File: config.mk
export PLATFORM = sky130hd
export DESIGN_NAME = call_stack_sequencer
export DESIGN_NICKNAME = d
export VERILOG_FILES = /design/src/rtl/call_stack_sequencer.sv
export SDC_FILE = /design/constraint.sdc
export NUM_CORES = 1
export LEC_CHECK = 0
export ABC_CLOCK_PERIOD_IN_PS = 2650
export CAP_MARGIN = 20
export CORE_MARGIN = 10
export CORE_UTILIZATION = 46
export DETAILED_ROUTE_END_ITERATION = 16
export HOLD_SLACK_MARGIN = 0.05
export PLACE_DENSITY = 0.81
export SETUP_SLACK_MARGIN = 0.5
export SLEW_MARGIN = 20
export SYNTH_ARGS = -nofsm -noshare
export SYNTH_HDL_FRONTEND = slang
export SYNTH_SLANG_ARGS = --single-unit
File: constraint.sdc
create_clock -name clk -period 2.65 [get_ports clk]
set_input_delay 0.3975 -clock clk [delete_from_list [all_inputs] [get_ports clk]]
set_output_delay 0.3975 -clock clk [all_outputs]
set_load 0.05 [all_outputs]
File: src/rtl/call_stack_sequencer.sv
// call_stack_sequencer: sequences 16-bit subroutine call/return over an
// 8-bit data memory port, keeping a descending byte stack in a dedicated page.
module call_stack_sequencer #(
  parameter logic [7:0] STACK_PAGE = 8'hFF,
  parameter logic [7:0] STACK_TOP  = 8'hFF,
  parameter int         MAX_DEPTH  = 64,
  localparam int        DW         = $clog2(MAX_DEPTH) + 1
) (
  input  logic          clk,
  input  logic          reset,
  input  logic          call_req,
  input  logic          ret_req,
  input  logic [15:0]   pc,
  input  logic [15:0]   target,
  input  logic [7:0]    mem_rdata,
  output logic [15:0]   mem_addr,
  output logic [7:0]    mem_wdata,
  output logic          mem_we,
  output logic          mem_re,
  output logic          pc_load,
  output logic [15:0]   pc_next,
  output logic          busy,
  output logic          done,
  output logic [7:0]    sp,
  output logic [DW-1:0] depth,
  output logic          overflow,
  output logic          underflow
);

  localparam logic [DW-1:0] MAX_D = DW'(MAX_DEPTH);

  typedef enum logic [2:0] {
    IDLE,
    PUSH_HI,
    PUSH_LO,
    JUMP,
    POP_LO,
    POP_HI,
    POP_FIN
  } state_t;

  state_t      state;
  state_t      state_nx;
  logic [15:0] save_reg;
  logic [15:0] tgt_reg;
  logic [7:0]  lo_reg;
  logic [7:0]  sp_inc;
  logic [7:0]  sp_dec;
  logic        take_call;
  logic        set_ovf;
  logic        set_unf;

  assign sp_inc = sp + 8'd1;
  assign sp_dec = sp - 8'd1;

  // Next-state and output decode; strobes and addresses depend on state only,
  // pc_next in POP_FIN is the one output that passes mem_rdata straight through.
  always_comb begin
    state_nx  = state;
    take_call = 1'b0;
    set_ovf   = 1'b0;
    set_unf   = 1'b0;
    busy      = 1'b1;
    done      = 1'b0;
    mem_we    = 1'b0;
    mem_re    = 1'b0;
    pc_load   = 1'b0;
    mem_addr  = 16'h0000;
    mem_wdata = 8'h00;
    pc_next   = 16'h0000;
    case (state)
      IDLE: begin
        busy = 1'b0;
        if (call_req) begin
          if (depth < MAX_D) begin
            take_call = 1'b1;
            state_nx  = PUSH_HI;
          end else begin
            set_ovf = 1'b1;
          end
        end else if (ret_req) begin
          if (depth == '0) begin
            set_unf = 1'b1;
          end else begin
            state_nx = POP_LO;
          end
        end
      end
      PUSH_HI: begin
        mem_we    = 1'b1;
        mem_addr  = {STACK_PAGE, sp};
        mem_wdata = save_reg[15:8];
        state_nx  = PUSH_LO;
      end
      PUSH_LO: begin
        mem_we    = 1'b1;
        mem_addr  = {STACK_PAGE, sp};
        mem_wdata = save_reg[7:0];
        state_nx  = JUMP;
      end
      JUMP: begin
        pc_load  = 1'b1;
        pc_next  = tgt_reg;
        done     = 1'b1;
        state_nx = IDLE;
      end
      POP_LO: begin
        mem_re   = 1'b1;
        mem_addr = {STACK_PAGE, sp_inc};
        state_nx = POP_HI;
      end
      POP_HI: begin
        mem_re   = 1'b1;
        mem_addr = {STACK_PAGE, sp_inc};
        state_nx = POP_FIN;
      end
      POP_FIN: begin
        pc_load  = 1'b1;
        pc_next  = {mem_rdata, lo_reg};
        done     = 1'b1;
        state_nx = IDLE;
      end
      default: state_nx = IDLE;
    endcase
  end

  // State register; reset abandons any operation in flight without a done.
  always_ff @(posedge clk) begin
    if (reset) begin
      state <= IDLE;
    end else begin
      state <= state_nx;
    end
  end

  // Stack pointer, depth, sticky error flags and the saved/loaded PC bytes.
  always_ff @(posedge clk) begin
    if (reset) begin
      sp        <= STACK_TOP;
      depth     <= '0;
      overflow  <= 1'b0;
      underflow <= 1'b0;
      save_reg  <= 16'h0000;
      tgt_reg   <= 16'h0000;
      lo_reg    <= 8'h00;
    end else begin
      if (take_call) begin
        save_reg <= pc;
        tgt_reg  <= target;
      end
      if (set_ovf) overflow <= 1'b1;
      if (set_unf) underflow <= 1'b1;
      case (state)
        PUSH_HI: sp <= sp_dec;
        PUSH_LO: begin
          sp    <= sp_dec;
          depth <= depth + DW'(1);
        end
        POP_LO:  sp <= sp_inc;
        POP_HI: begin
          sp     <= sp_inc;
          lo_reg <= mem_rdata;
        end
        POP_FIN: depth <= depth - DW'(1);
        default: ;
      endcase
    end
  end

endmodule
======== Word level (Yosys, flattened, before mapping) ========
Index checks and enable logic that the tools add are counted.
storage, ports and cells
  output and inout port bits .............. 62
  logic and storage cells ................. 54
  bits in registers ....................... 60
  input bits .............................. 44
operators by class
  reduce and logical (&&, ||, !) cells .... 8
  order comparisons ....................... 1
  mux-type cells .......................... 24
  equal/unequal tests ..................... 9
  add/subtract/negate cells ............... 4
operator list
  operator                                                               number
  16-bit case mux with 2 select lines                                    2
  8-bit case mux with 2 select lines                                     2
  3-bit case mux with 5 select lines                                     1
  1-bit two-way mux                                                      14
  7-bit case mux with 2 select lines                                     1
  3-bit two-way mux                                                      4
  3-bit equality test, second input constant                             3
  3-bit inequality test, second input constant                           3
  8-bit by 1-bit adder with 8-bit output, second input constant          1
  8-bit by 1-bit subtractor with 8-bit output, second input constant     1
  7-bit by 1-bit adder with 7-bit output, second input constant          1
  7-bit logical NOT                                                      1
  7-bit less-than comparator, second input constant                      1
  7-bit by 1-bit subtractor with 7-bit output, second input constant     1
  3-bit by 2-bit equality test with 1-bit output, second input constant  2
  2-bit OR reduction                                                     3
  2-bit nonzero test                                                     2
  3-bit by 1-bit equality test with 1-bit output, second input constant  1
  3-bit logical NOT                                                      1
  3-bit AND reduction                                                    1

======== Longest topological paths before layout ========
Gate-level depths: netlist of the first run.
  depth in word-level cells ............... 5
  mapped depth ............................ 11
  mapped depth without buffers ............ 8

======== Least setup slack after synthesis of the first run ========
Ideal clock, no wire load.
  kind .................................... flip-flop to output port
  start point ............................. reg sp[0]
  end point ............................... out mem_addr[6]
  data required time ...................... 2253 ps
  slack ................................... -627 ps
  arrival time ............................ 2879 ps
  stages on the path, launching flop included .. 4
  path buffers ............................ 0
  path through ............................ dfxtp_1 ha_1 nand3_1 o41ai_1
between the ends
  longest elaborated chain between the ends .. 2
ends and longest elaborated chain
  what                                    line  RTL
  from (decl)                             24    output logic [7:0] sp,
  from (signal assigned)                  154   PUSH_HI: sp <= sp_dec;
  from (signal assigned)                  156   sp <= sp_dec;
  from (signal assigned)                  159   POP_LO: sp <= sp_inc;
  8-bit by 1-bit adder with 8-bit output  53    assign sp_inc = sp + 8'd1;
  16-bit case mux with 2 select lines     71    case (state)
  to (decl)                               16    output logic [15:0] mem_addr,
Every way passes these cells.

======== Worst setup path in the final report of the first run ========
  start point ............................. reg state[1]
  end point ............................... out pc_next[2]
between the ends
  longest elaborated chain between the ends .. 2
  elaborated cells between the ends (all ways) .. 3
  classes of those cells .................. 2 x eq/ne; 1 x mux
ends and longest elaborated chain
  what                                                                                          line  RTL
  from (decl)                                                                                   42    state_t state;
  from (signal assigned)                                                                        132   state <= state_nx;
  3-bit equality test / 3-bit by 2-bit equality test with 1-bit output (equally long branches)  71
  16-bit case mux with 2 select lines (*)                                                       71
  to (decl)                                                                                     21    output logic [15:0] pc_next,
Mark *: on every way between the ends. The rest lies on a longest branch, timed or not.

==> qor.csv, run 1 <==
metric,value,unit
Area Overhead vs Synth,67.4,%
# DRC,0,
CTS tree,yes,
H-tree Lvls,3,
hold buffers post-CTS,0,
multi-input logic area,0.00187,sq mm
share of cells above drive strength 1,27.4,%
Port Buffer Count,105,
CTS Sinks,60,
crit-path max FO,9,
Initial Util,47.9,%
ANT nets after route,0,
CP startpoint kind,register,
Comb pwr share,41.4,%
Setup CP Type,register to output pin,
Clock Root Buffer,clkbuf_8,
reg-to-reg critical path startpoint,state[1],
Max Root-Sink Buffers,2,
CTS clock-pin slew for the worst setup and hold paths,0.06,ns
Netlist cell types,54,
CP Data Required Time,2.25,ns
sequential power share,32.3,%
ys async rst share,0,%
Max-slew headroom,60.7,%
Clk pwr share,26.3,%
"Cell Area, Synth",0.00309,sq mm
fin crit share,79.9,%
io pins,106,
syn_nets,449,
width of the die,102,microns
RSZ-0062 raised after global routing,true,
DIE AREA,0.0104,sq mm
Critical Path Start,state[1],
crit-path cells,"buf_6, nor2b_4, and2_4, buf_6, a22o_1, buf_12",
crit-path most repeated cell,buf_6,
grt ovf,0,
Die Y,102,microns
outcome,"complete, no violations",
sequential fraction of the synthesis area,38.8,%
first-pass GRT wire length,15900,microns
CP peak stage delay,0.39,ns
insertion delay to the later sink of the worst-skew pair,0.34,ns
HP Start,reset,
initial DRC count,180,
yosys warns,0,
GR Util All Layers,18.9,%
Slew @ Worst Pin,0.589,ns
Max Cap Viol,0,
synthesized flop and latch total,60,
critical path's slowest cell,dfxtp_4,
total number of vias,3374,
largest net degree at the start of global routing,57,
DP Worst Slack,0.482,ns
Top Family by Delay on Critical Path,buffers and inverters,
final number of setup-violating endpoints,0,
max-slew violations,0,
WL final,10500,microns
DRT Pass-1 Iters,4,
total CTS buffers,9,
Post-Route Setup TNS,0,ns
placed cell count,554,
vias in the first global route,3211,
Switching Power,1.22,mW
internal power,2.09,mW
Mapped Cells,402,
"EDFF count, synth",0,
worst setup slack after layout,0.534,ns
Hold Path Cell Cnt,3,
CP bufs+invs,3,
"non-filler cells, final",584,
via density per instance,5.78,
PwrDens,638,mW/mm^2
critical path endpoint category,output pin,
Pleak,2.07,nW
ANT cells,0,
Post-layout nets,550,
clk_skew,0.0127,ns
register area,0.00123,sq mm
Core ar.,0.00646,sq mm
row cnt,29,
fill count,378,
Reg2Reg Depth,9,
final hold viol count,0,
sw frac,36.8,%
number of cells on the critical path,6,
Fmax,0.473,GHz
post-layout util,80.1,%
Final Critical Period,2.12,ns
DR WL/cell,18.0,microns
Mean Syn Cell Area,7.69,sq um
DP HPWL,6730,microns
Worst Hold Class,input pin to register,
Worst Path Arrival,1.72,ns
Most used DFF post-synth,dfxtp_1,
initial antenna violation count,0,
Tot Pwr,3.30,mW
gpl congestion,0.862,
VDD IR max,0.000327,V
==> metal layers <==
metal,track usage (%),share of wire [%],up-vias
met5,0,0,-
met4,6.72,2.4,0
met3,9.78,12,26
met2,30.2,48,161
met1,21.3,37,1594
li1,-,-,1593
==> worst paths after layout <==
| path | slack (ns) | endpoint |
|---|---|---|
| max | 0.53 | pc_next[2] |
| min | 0.33 | sp[0] |
| max reg2reg | 0.54 | depth[4] |
| min reg2reg | 0.46 | save_reg[2] |
==> synth_stat cells, drive strengths merged (2+ instances only) <==
cell type	instances	area share [%]
a21oi	51	8.3
a22o	17	4.8
a22oi	8	1.9
a311oi	2	0.57
a31oi	3	0.61
and4b	2	0.65
buf	25	4.8
clkbuf	17	2.1
dfxtp	60	39
ha	3	1.2
inv	11	1.3
mux2	2	0.73
mux2i	2	0.65
nand2	84	10
nand2b	5	1.0
nand3	12	1.9
nand4	2	0.40
nor2	26	3.2
nor2b	7	1.4
nor3	8	1.5
nor3b	2	0.49
nor4	6	1.9
o21a	3	0.73
o21ai	14	2.3
o31ai	2	0.49
or2	2	0.40
or3	4	0.97
xnor2	6	2.3
xor2	2	0.57
==> per-stage QoR <==
step	instance area [sq um]	hold slack, ns
after floorplan	3180	0.436
after global placement	4630	0.443
after detailed placement	4630	0.449
after CTS	4910	0.326
after global routing	5180	0.340
final	5180	0.334
==> area by class of cell <==
class,count,share of cell area (%)
clock inverters,3,0.846
repair buffers,132,33.5
well taps,77,1.86
clock buffers,12,3.19
flip-flops and latches,60,23.7
multi-input cells,289,36.1
inverters,11,0.846
==> worst register-to-register path: cells and delay by family, from the launching register on <==
family,cells,cell delay (ns)
AND/OR/NAND/NOR,4,0.98
flip-flops,1,0.39
adder cells (fa/ha/maj),1,0.25
AO/OA/AOI/OAI,2,0.18
buffers and inverters,1,0.13
XOR/XNOR,1,0.11
==> cell usage in the layout, fill, tap and decap left out, types with 3 or more instances in the layout <==
cell / instances
nand2_1: 84
clkdlybuf4s50_1: 56
dfxtp_1: 50
a21oi_1: 49
buf_12: 46
buf_4: 21
nor2_1: 19
clkbuf_8: 12
nand3_1: 11
inv_1: 10
a22o_1: 10
o21ai_1: 8
a22oi_1: 8
a22o_4: 7
nor2b_1: 6
nor2_2: 6
nor3_1: 6
buf_6: 5
dfxtp_4: 5
dfxtp_2: 5
nand2b_1: 4
xnor2_1: 4
nor4_1: 4
o21a_1: 3
o21ai_0: 3
or3_1: 3
==> cells by family (layout without fill, tap and decap cells) <==
family                   count (synthesis)  after routing  share of synthesized area [%]
AO/OA/AOI/OAI                          109            109                           22.2
XOR/XNOR                                 8              8                           2.87
adder cells (fa/ha/maj)                  3              3                           1.21
buffers and inverters                   53            158                           8.17
flip-flops                              60             60                           38.8
multiplexers                             4              4                           1.38
AND/OR/NAND/NOR                        165            165                           25.3
==> repair_timing <==
action                                  in CTS  in global routing
cloned                                       1                  0
endpoints found under the setup margin      46                 44
gates resized for setup                     23                 30
pin swaps                                    2                  9
setup buffers                                1                 13
==> power groups by stage <==
stage / Clock [mW] / Sequential (mW) / Combinational (mW)
floorplan: 0 / 1.12 / 0.707
global placement: 0 / 1.08 / 1.22
detailed placement: 0 / 1.08 / 1.24
CTS: 0.877 / 1.07 / 1.26
global route: 0.916 / 1.08 / 1.45
finish: 0.869 / 1.07 / 1.37
No activity file was read; power rests on OpenSTA's default activity.
==> run 2, diff against run 1 <==
--- a/config.mk
+++ b/config.mk
@@ -5,7 +5,7 @@
 export SDC_FILE = /design/constraint.sdc
 export NUM_CORES = 1
 export LEC_CHECK = 0
-export ABC_CLOCK_PERIOD_IN_PS = 2650
+export ABC_CLOCK_PERIOD_IN_PS = 2000
 export CAP_MARGIN = 20
 export CORE_MARGIN = 10
 export CORE_UTILIZATION = 46
==> constraint.sdc (replaced) <==
create_clock -name clk -period 2 [get_ports clk]
set_input_delay 0.3 -clock clk [delete_from_list [all_inputs] [get_ports clk]]
set_output_delay 0.3 -clock clk [all_outputs]
set_load 0.05 [all_outputs]
==> qor.csv, run 2 <==
metric,value,unit,change
outcome,stopped before the end,,"was complete, no violations"
Fail Step,global routing (5_1_grt),,
Run Error,[ERROR GRT-0232] Routing congestion too high. Check the congestion heatmap in the GUI.,,
Worst endpoint type,primary output,,
GR Util All Layers,66.7,%,
yosys warns,0,,unchanged
Yosys top cell by area,dfxtp_1,,unchanged
syn_nets,449,,unchanged
Clock Root Buffer,clkbuf_8,,unchanged
Initial Util,47.9,%,unchanged
io pins,106,,unchanged
Port Buffer Count,105,,unchanged
gpl congestion,0.843,,was 0.862
ys async rst share,0,%,unchanged
Die Y,102,microns,unchanged
hold buffers post-CTS,0,,unchanged
grt ovf,142,,
initial antenna violation count,1,,
largest net degree at the start of global routing,33,,
synthesized flop and latch total,60,,unchanged
"EDFF count, synth",0,,unchanged
"Cell Area, Synth",0.00309,sq mm,unchanged
most frequent cell after synthesis,nand2_1,,unchanged
width of the die,102,microns,unchanged
H-tree Lvls,3,,unchanged
share of the synthesized area in the top cell type,38.8,%,unchanged
Mapped Cells,402,,unchanged
post-GRT worst EP,mem_addr[7],,
Synth area leaders,"dfxtp_1 (39%), nand2_1 (10%), a21oi_1 (8.3%)",,unchanged
total CTS buffers,9,,unchanged
Most used DFF post-synth,dfxtp_1,,unchanged
Mean Syn Cell Area,7.69,sq um,unchanged
DP HPWL,7370,microns,was 6730 microns
CTS Sinks,60,,unchanged
Max Root-Sink Buffers,2,,unchanged
row cnt,29,,unchanged
Synth top cells by count,"nand2_1 (84), dfxtp_1 (60), a21oi_1 (51), nor2_1 (26)",,unchanged
Netlist cell types,54,,unchanged
sequential fraction of the synthesis area,38.8,%,unchanged
run 2: cell counts after synthesis:
No cell type changed its count.
run 2: what timing repair did:
item | in CTS
buffers inserted | 18
gates resized for setup | 92
pin swaps | 15
endpoints found under the hold margin | 0
cloned | 2
setup endpoints to repair | 116
run 2: logic make-up after synthesis:
family          share of synthesized area, %
xor+xnor                                2.87
buf+inv                                 8.17
simple gates                            25.3
flops                                   38.8
fa+ha+maj                               1.21
mux                                     1.38
compound gates                          22.2
run 2: per-layer routing:
layer,track usage [%],overflow
met5,7.21,0
met4,76.0,56
met3,51.7,0
met2,82.6,86
met1,64.3,0
run 2: per-stage QoR:
step / TNS [ns] / setup slack [ns] / cell area [sq um] / cells
3_3_place_gp: 0 / 0.168 / 4960 / 563
3_5_place_dp: 0 / 0.0487 / 4960 / 563
4_1_cts: 0 / 0.0517 / 5580 / 599
2_1_floorplan: -0.0781 / -0.0568 / 3480 / 402
==> run 3, diff against run 2 <==
--- a/config.mk
+++ b/config.mk
@@ -8,11 +8,9 @@
 export ABC_CLOCK_PERIOD_IN_PS = 2000
 export CAP_MARGIN = 20
 export CORE_MARGIN = 10
-export CORE_UTILIZATION = 46
+export CORE_UTILIZATION = 40
 export DETAILED_ROUTE_END_ITERATION = 16
-export HOLD_SLACK_MARGIN = 0.05
-export PLACE_DENSITY = 0.81
-export SETUP_SLACK_MARGIN = 0.5
+export PLACE_DENSITY_LB_ADDON = 0.15
 export SLEW_MARGIN = 20
 export SYNTH_ARGS = -nofsm -noshare
 export SYNTH_HDL_FRONTEND = slang
==> qor.csv, run 3 (same netlist as run 1, synthesis figures left out) <==
metric,value,unit,change
RSZ-0062 raised after global routing,true,,
Area Overhead vs Synth,72.6,%,
Clk pwr share,21.8,%,
placed cell count,588,,was 563
DP HPWL,6800,microns,was 7370 microns
Worst Path Arrival,1.72,ns,
sw frac,37.9,%,
Switching Power,1.67,mW,
Max Cap Viol,0,,
CTS Sinks,60,,unchanged
Comb pwr share,46.5,%,
worst setup slack after layout,-0.0163,ns,
failing checks,negative setup slack,,
Worst Hold Class,input pin to register,,
grt ovf,0,,
max-slew violations,0,,
width of the die,108,microns,was 102 microns
vias in the first global route,3311,,
Initial Util,40.7,%,was 47.9%
Setup CP Type,register to output pin,,
via density per instance,5.26,,
"most common cell after layout, fill and taps aside",nand2_1,,
Final Critical Period,2.02,ns,
# DRC,0,,
clk_skew,0.00448,ns,
gpl congestion,0.810,,was 0.843
internal power,2.74,mW,
total CTS buffers,9,,unchanged
crit-path max FO,5,,
row cnt,32,,was 29
Die Y,108,microns,was 102 microns
"commonest non-fill, non-tap cells in the layout","nand2_1 (84), clkdlybuf4s50_1 (53), dfxtp_1 (50)",,
CP peak stage delay,0.39,ns,
total number of vias,3324,,
VDD IR max,0.000416,V,
initial antenna violation count,0,,
Pleak,2.09,nW,
WHS,0.251,ns,
ANT cells,0,,
DP Worst Slack,0.145,ns,was 0.0487 ns
DRT Pass-1 Iters,4,,
Max-slew headroom,59.5,%,
insertion delay to the later sink of the worst-skew pair,0.33,ns,
sequential power share,31.7,%,
initial DRC count,146,,
share of cells above drive strength 1,30.4,%,
CTS clock-pin slew for the worst setup and hold paths,0.07,ns,
GR Util All Layers,17.3,%,
Top Family by Delay on Critical Path,compound AO/OA/AOI/OAI gates,,
"non-filler cells, final",632,,
Post-layout nets,572,,
critical path endpoint category,output pin,,
final number of setup-violating endpoints,1,,
CP bufs+invs,1,,
CP Data Required Time,1.70,ns,
H-tree Lvls,3,,unchanged
reg-to-reg critical path startpoint,sp[0],,
crit-path cells,"nand4_1, o31a_1, o21ai_2, o31ai_4, buf_12",,
WL final,10500,microns,
HP Start,reset,,
post-layout util,70.2,%,
Clock Root Buffer,clkbuf_8,,unchanged
fin crit share,101,%,
final hold viol count,0,,
Critical Path Start,sp[0],,
critical path's slowest cell,dfxtp_4,,
Slew @ Worst Pin,0.608,ns,
PwrDens,826,mW/mm^2,
Core ar.,0.00761,sq mm,
DR WL/cell,16.6,microns,
outcome,"finished, violations left",,was stopped before the end
Port Buffer Count,105,,unchanged
ANT nets after route,0,,
Tot Pwr,4.41,mW,
io pins,106,,unchanged
CTS tree,yes,,
Max Root-Sink Buffers,2,,unchanged
hold buffers post-CTS,0,,unchanged
Fmax,0.496,GHz,
DIE AREA,0.0117,sq mm,
first-pass GRT wire length,16500,microns,
largest net degree at the start of global routing,57,,
CP startpoint kind,register,,
==> run 3: final timing paths <==
path                                endpoint  slack [ns]  depth (start not counted)
worst max-delay path             mem_addr[7]       -0.02                          5
worst min-delay path                   sp[0]        0.25                          3
worst max register to register         sp[7]        0.04                         10
worst min register to register  save_reg[10]        0.45                          2
==> run 3: worst min-delay path, delay by kind of cell <==
kind | cells | cell delay [ns]
buffers and inverters | 2 | 0.19
AND/OR/NAND/NOR | 1 | 0.07
==> run 3: timing repair <==
| item | CTS | global route |
|---|---|---|
| resized for setup | 21 | 32 |
| setup buffers | 17 | 8 |
| pin swaps | 5 | 10 |
| cloned | 1 | 2 |
| endpoints found under the setup margin | 34 | 44 |
==> run 3: power by group through the flow <==
stage | Clock [mW] | Combinational (mW) | Sequential [mW]
CTS | 0.978 | 1.95 | 1.39
finish | 0.960 | 2.05 | 1.40
detailed placement | 0 | 1.74 | 1.43
floorplan | 0 | 0.939 | 1.49
global route | 1.04 | 2.17 | 1.41
global placement | 0 | 1.71 | 1.42
==> run 3: area by class of cell <==
class / count / area [sq um]
Inverter: 11 / 43.8
Tap cell: 102 / 128
Multi-Input combinational cell: 289 / 1810
Fill cell: 582 / 2270
Clock buffer: 11 / 141
Sequential cell: 60 / 1230
Timing Repair Buffer: 154 / 1960
Clock inverter: 5 / 27.5
==> run 3: metal layers <==
layer	GRT usage (%)	part of all wire (%)	vias to the layer above
li1	-	-	1635
met3	6.54	7.8	7
met4	5.44	0.94	0
met5	0	0	-
met2	29.6	51	114
met1	19.5	40	1568
==> run 3: metrics by stage <==
| stage | cell area, sq um | setup TNS [ns] |
|---|---|---|
| 5_1_grt | 5340 | -0.413 |
| 6_report | 5340 | -0.0163 |
| 4_1_cts | 5170 | -0.0248 |
| 3_5_place_dp | 4770 | 0 |
| 3_3_place_gp | 4770 | 0 |
| 2_1_floorplan | 3190 | -0.0976 |
